$ cat config.mk
export PLATFORM = sky130hd
export DESIGN_NAME = multiplicador_seq_4bits
export DESIGN_NICKNAME = d
export VERILOG_FILES = /design/src/rtl/multiplicador_seq_4bits.sv
export SDC_FILE = /design/constraint.sdc
export NUM_CORES = 1
export LEC_CHECK = 0
export ABC_AREA = 1
export BUFFER_PORTS_ARGS = -buffer_cell sky130_fd_sc_hd__buf_2
export CAP_MARGIN = 20
export CORE_MARGIN = 10
export CORE_UTILIZATION = 41
export CTS_BUF_LIST = sky130_fd_sc_hd__clkbuf_4 sky130_fd_sc_hd__clkbuf_8 sky130_fd_sc_hd__clkbuf_16
export DETAILED_ROUTE_END_ITERATION = 16
export HOLD_SLACK_MARGIN = 0.02
export SLEW_MARGIN = 20
export SYNTH_ARGS = -nofsm -noshare
export SYNTH_HDL_FRONTEND = slang
export SYNTH_SLANG_ARGS = --single-unit
$ cat constraint.sdc
create_clock -name clk -period 3.3 [get_ports clk]
set_clock_uncertainty 0.1 [all_clocks]
set_input_delay 0.66 -clock clk [delete_from_list [all_inputs] [get_ports clk]]
set_output_delay 0.66 -clock clk [all_outputs]
set_load 0.02 [all_outputs]
$ cat src/rtl/multiplicador_seq_4bits.sv
// multiplicador_seq_4bits: 4x4 unsigned shift-and-add sequential multiplier
//   clk     in   rising-edge clock
//   rst_n   in   asynchronous active-low reset
//   A       in   [3:0] multiplicand
//   B       in   [3:0] multiplier
//   Inicio  in   start request, sampled on clk
//   Produto out  [7:0] registered product, held until the next result
//   Pronto  out  one-cycle pulse, Produto valid (state FIM)
//   Ocupado out  high while calculating (state CALCULA)
// Build option MULT_ZERO_RAPIDO_EN: a zero operand skips CALCULA and goes straight to FIM.
module multiplicador_seq_4bits (
    input  logic       clk,
    input  logic       rst_n,
    input  logic [3:0] A,
    input  logic [3:0] B,
    input  logic       Inicio,
    output logic [7:0] Produto,
    output logic       Pronto,
    output logic       Ocupado
);
    typedef enum logic [1:0] {OCIOSO, CALCULA, FIM} estado_t;
    estado_t    estado_q, estado_d;
    logic [7:0] mcand_q, mcand_d, acc_q, acc_d, produto_q, produto_d, soma;
    logic [3:0] mplier_q, mplier_d;
    logic [1:0] cnt_q, cnt_d;
    logic       zero_op;
    assign soma = acc_q + (mplier_q[0] ? mcand_q : 8'd0);
`ifdef MULT_ZERO_RAPIDO_EN
    assign zero_op = (A == 4'd0) || (B == 4'd0);
`else
    assign zero_op = 1'b0;
`endif
    always_comb begin
        estado_d  = estado_q;
        mcand_d   = mcand_q;
        mplier_d  = mplier_q;
        acc_d     = acc_q;
        cnt_d     = cnt_q;
        produto_d = produto_q;
        case (estado_q)
            CALCULA: begin
                acc_d    = soma;
                mcand_d  = {mcand_q[6:0], 1'b0};
                mplier_d = {1'b0, mplier_q[3:1]};
                cnt_d    = cnt_q + 2'd1;
                if (cnt_q == 2'd3) begin
                    estado_d  = FIM;
                    produto_d = soma;
                end
            end
            default: begin
                // The edge leaving FIM is the first idle sampling edge, so a held
                // Inicio restarts there and yields one result every 5 cycles.
                if (estado_q != OCIOSO) estado_d = OCIOSO;
                if (Inicio) begin
                    mcand_d  = {4'd0, A};
                    mplier_d = B;
                    acc_d    = 8'd0;
                    cnt_d    = 2'd0;
                    estado_d = zero_op ? FIM : CALCULA;
                    if (zero_op) produto_d = 8'd0;
                end
            end
        endcase
    end
    always_ff @(posedge clk or negedge rst_n) begin
        if (!rst_n) begin
            estado_q  <= OCIOSO;
            mcand_q   <= 8'd0;
            mplier_q  <= 4'd0;
            acc_q     <= 8'd0;
            cnt_q     <= 2'd0;
            produto_q <= 8'd0;
        end else begin
            estado_q  <= estado_d;
            mcand_q   <= mcand_d;
            mplier_q  <= mplier_d;
            acc_q     <= acc_d;
            cnt_q     <= cnt_d;
            produto_q <= produto_d;
        end
    end
    assign Produto = produto_q;
    assign Pronto  = (estado_q == FIM);
    assign Ocupado = (estado_q == CALCULA);
endmodule

# Word level (Yosys, flattened, before mapping)
# Index checks and enable logic that the tools add are counted.
# Widths: inputs -> output; s select.
dict set report totals {
  latchBits 0
  mem_count 0
  ramBits 0
  in_bits 11
  elab_cells 30
  reg_bits 32
  mem_bits_ro 0
  output_inout_bits 10
}
dict set report op_classes {
  shift 0
  n_addsub 2
  n_div 0
  n_lt_le_gt_ge 0
  reduce_logical 5
  n_mux 13
  n_mul 0
  bitwise 0
  eq_ne 4
}
# op n
set op_table {}
lappend op_table {{$mux 8} 5}
lappend op_table {{$mux 2} 6}
lappend op_table {{$add 8x8->8} 1}
lappend op_table {{$mux 4} 2}
lappend op_table {{$eq 2x2->1 const B} 2}
lappend op_table {{$reduce_and 2->1} 2}
lappend op_table {{$reduce_bool 2->1} 2}
lappend op_table {{$reduce_bool 3->1} 1}
lappend op_table {{$add 2x1->2 const B} 1}
lappend op_table {{$eq 2x1->1 const B} 1}
lappend op_table {{$ne 2x1->1 const B} 1}

# Logic depth before layout (Yosys ltp)
dict set report depth {
  depth_word 4
  depth_mapped 14
}

# Worst setup path before layout
# No wires, ideal clock.
dict set report synth_path {
  path_kind {reg2reg}
  start {reg mplier_q[0]}
  end {reg acc_q[6]}
  t_arrival_ns 1.583
  n_path_buf 1
  period_less_slack_ns 1.800
  slack_ns 1.500
  path_stages_with_launch 15
  required_ns 3.083
  cell_sequence {dfrtp_1 -> buf_2 -> nand2_1 -> inv_1 -> ha_1 -> inv_1 -> fa_1 -> inv_1 -> nand2_1 -> nand2_1 -> nand3b_1 -> nand2_1 -> nand2_1 -> nand3_1 -> nand2_1}
}
dict set report synth_via {
  elab_chain_cells 3
}
# element line_no
set synth_rtl {}
lappend synth_rtl {{start: declaration} 24} ;# logic [3:0] mplier_q, mplier_d;
lappend synth_rtl {{start signal: assignment} 77} ;# mplier_q <= mplier_d;
lappend synth_rtl {{$mux 8} 27} ;# assign soma = acc_q + (mplier_q[0] ? mcand_q : 8'd0);
lappend synth_rtl {{$add 8x8->8} 27}
lappend synth_rtl {{$mux 8} 40} ;# case (estado_q)
lappend synth_rtl {{end signal: assignment} 71} ;# acc_q <= 8'd0;
lappend synth_rtl {{end signal: assignment} 78} ;# acc_q <= acc_d;
lappend synth_rtl {{end: declaration} 23} ;# logic [7:0] mcand_q, mcand_d, acc_q, acc_d, produto_q, produto_d, soma;
# No other way between the ends.
# A chain may end at the register's enable or synchronous reset.

# Worst setup path after layout
dict set report layout_path {
  start {reg estado_q[1]}
  end {out Ocupado}
}
dict set report layout_via {
  elab_chain_cells 1
}
# element line_no
set layout_rtl {}
lappend layout_rtl {{start: declaration} 22} ;# estado_t estado_q, estado_d;
lappend layout_rtl {{start signal: assignment} 75} ;# estado_q <= estado_d;
lappend layout_rtl {{$eq 2x1->1} 85} ;# assign Ocupado = (estado_q == CALCULA);
lappend layout_rtl {{end: declaration} 19} ;# output logic Ocupado
# No other way between the ends.

==> results by stage <==
Floorplanning:
- The core area is 3771 um^2.
- The die covers 6931 um^2.
- For this configuration, the core starts out at a cell density of 43.50%.
- During I/O placement, the number of pins put on the boundary was 21.
- The die is 83.25 um tall.
- The floorplan step set the die width to 83.25 um.
- The row count is 22.

Yosys:
- The most common flop cell mapped by yosys is sky130_fd_sc_hd__dfrtp_1.
- The async set or reset register ratio after synthesis is 100.0%.
- The most frequently used cell type in the post-synthesis netlist is sky130_fd_sc_hd__nand2_1.
- Of all cell types, the one taking the most synthesized area is sky130_fd_sc_hd__dfrtp_1.
- Yosys attributes the largest share of cell area to sky130_fd_sc_hd__dfrtp_1, sky130_fd_sc_hd__nand2_1, sky130_fd_sc_hd__inv_1.
- The net count after synthesis is 219.
- The post-synthesis cell type count is 25.
- The number of instances in the synthesized netlist is 199.
- By count the netlist is led by sky130_fd_sc_hd__nand2_1, sky130_fd_sc_hd__dfrtp_1, sky130_fd_sc_hd__inv_1.
- The Yosys step of the flow raised 0 warnings.
- The synthesized netlist devotes 7.323% of its cell area to adder and majority cells.
- Of the post-synthesis cell area, the part taken by muxes is 0%.
- The sequential element share of the synthesized area is 48.82%.
- The area share of the leading cell type in the synthesized netlist is 48.82%.
- The average instance in the mapped netlist occupies 8.243 um^2.
- The summed instance area of the synthesized netlist is 1640 um^2.
- The combinational family with the most area after synthesis is simple AND/OR/NAND/NOR gates.
- Yosys mapped a number of flops with a built-in enable equal to 0.
- Synthesis inferred 32 register bits.
- The XOR/XNOR share of the synthesized area is 1.068%.
- The simple-gate share of the synthesized area is 26.70%.
- The synthesized netlist devotes 7.475% of its cell area to compound gates.

Place:
- The count of input and output buffers is 20.
- Routability-driven placement finished with a final weighted congestion of 0.7723.
- The total half-perimeter wirelength after legalization and detailed placement is 2.391 mm.
- The placed instances occupy a cell area of 1775 um^2.
- Including well taps, the total number of placed cells is 263.

Drt:
- The total via count after detailed routing is 1,275.
- The number of vias per cell is 4.705.
- After detailed routing, the average wire length per cell comes to 12.13 um.
- The wire length after detailed routing is 3.287 mm.
- The remaining antenna violation count after routing is 0.
- The violation count after the first detailed-routing iteration is 67.
- The first detailed-routing pass took 4 iterations.
- The total DRC errors in the routed layout is 0.

Global routing:
- The total grt overflow is 0.
- Global routing used 10.36% of the available tracks across all layers.
- Entering global routing, the biggest net connects 33 pins.
- The number of antenna violations at the first check in global routing is 0.
- The first global-routing pass estimated 6.016 mm of wire.
- The number of global-route vias before repair is 1,344.

Power and ir drop:
- Power spread over the standard cell area amounts to 863.4 nW/um^2.
- The power after layout is 1.617 mW.
- The largest voltage drop on the vdd net is 0.3747 mV.
- The leakage power of the design is 1.085 nW.

Final layout:
- The final net count is 242.
- The number of inserted diodes is 0.
- The number of fill cells in the layout is 375.
- The layout overhead on the synthesized area is 14.19%.
- After routing the design area is 1873 um^2.
- The count of cells in the finished layout, fillers not included, comes to 271.
- The share of cells above drive strength 1 is 16.14%.

Clock tree:
- The number of setup buffers added after CTS is 0.
- The CTS sink count is 32.
- The root buffer cell is sky130_fd_sc_hd__clkbuf_8.
- The later pin in the worst-skew pair is clocked with a latency of 290 ps.
- The number of buffers inserted by hold repair at cts is 0.
- The maximum count of clock buffers along a single path is 2.
- TritonCTS built the clock tree.
- The CTS H-tree depth is 2.
- The number of gates resized after CTS was 0.
- The number of CTS-inserted buffers is 5.
- The clock input transition at the sequential cells of the worst setup and hold paths is 70 ps.

STA:
- The final hold violation count was 0.
- Setup repair after global routing left no endpoint under its margin.
- The relative max-transition margin is 53.20%.
- For the pin with the worst max-slew slack, the measured transition is 702.1 ps.
- The sum of negative setup slack is 0 ps.
- The number of endpoints failing setup at the final stage is 0.
- The tightest hold path in the finished design has a slack of 315.7 ps.
- The post-route minimum period is 2203 ps.
- The highest clock frequency the design can meet is 0.4539 GHz.
- The final-report max-slew violation count is 0.
- The period utilization is 66.77%.

Setup path:
- The kind of start point of the critical path is a register.
- The family of cells with the greatest summed delay on the critical path is buffers and inverters.
- The number of cells on the worst reg-to-reg path is 13.
- The critical path goes through inv_1 > nand2_2 > inv_2 > buf_2.
- The longest individual stage delay on the worst path is 360 ps.
- The highest-delay cell along the critical path is sky130_fd_sc_hd__dfrtp_1.
- The critical path runs through a total of 4 cells.
- The maximum net fanout on the critical path is 13.
- Data on the critical path is required at its endpoint by 2540 ps.
- The critical path contains buffers and inverters numbering 3 combined.
- The arrival time of data at the critical path endpoint is 1440 ps.
- The endpoint type of the worst setup path is an output pin.
- The critical setup path kind is reg -> out.

Status:
- The flow ran to the end, and the final reports show no timing, DRC or antenna violations.

Flow run:
- The tool flagged a number of max-cap violations equal to 0.

Worst hold path:
- The worst hold path class is in -> async.
registers in the layout (all words and copies together), names as in the netlist:
signal and flops:
cnt_q 2, mplier_q 4, estado_q 2, mcand_q 8
Produto 8, acc_q 8
path summary, 6_finish.rpt:
check | startpoint | endpoint | slack, ps
setup reg to reg | mplier_q[0] | acc_q[6] | 1370
max in group asynchronous | rst_n | cnt_q[1] | 2330
hold reg to reg | Produto[2] | Produto[2] | 370
hold / removal | rst_n | Produto[4] | 320
min in group clk | Produto[2] | Produto[2] | 370
setup / recovery | estado_q[1] | Ocupado | 1100
final cells by class:
type	instances	area, um^2	share of cell area [%]
timing repair buffer	20	100.1	5.344
sequential	32	800.8	42.75
multi-input combinational	132	698.2	37.27
clock buffer	8	97.59	5.210
inverter	31	116.4	6.212
tap	48	60.06	3.206
metrics by stage:
stage,setup WS (ps),utilization (%)
6_report,1097,49.67
5_1_grt,988.8,49.67
4_1_cts,1081,49.67
3_5_place_dp,1354,47.08
3_3_place_gp,1387,47.08
2_1_floorplan,1500,-
cell families after synthesis:
logic type	Yosys count
buf+inv	35
simple gates	102
compound gates	19
fa+ha+maj	9
xor+xnor	2
flops	32
layout by cell type (no fill, tap or decap), drive strengths merged, types with 2 or more instances in the layout:
cell    instances
clkbuf          8
ha              8
inv            31
a21oi           3
nand2          71
o22ai           4
nor2            7
o21ai           5
nand3b          2
o211ai          2
buf            20
dfrtp          32
or2             3
nand3          18
a22o            3
where the power goes:
group,internal (mW),switching [mW]
combinational,0.229,0.424
sequential,0.547,0.0924
clock,0.186,0.139
metal layers:
metal | vias to the layer above | wire length, um | track usage (%)
met2 | 30 | 1434 | 15.57
met4 | 0 | 27 | 3.692
li1 | 672 | - | -
met1 | 570 | 1652 | 12.91
met5 | - | 0 | 0
met3 | 3 | 173 | 4.297
No activity file was read; power rests on OpenSTA's default activity.
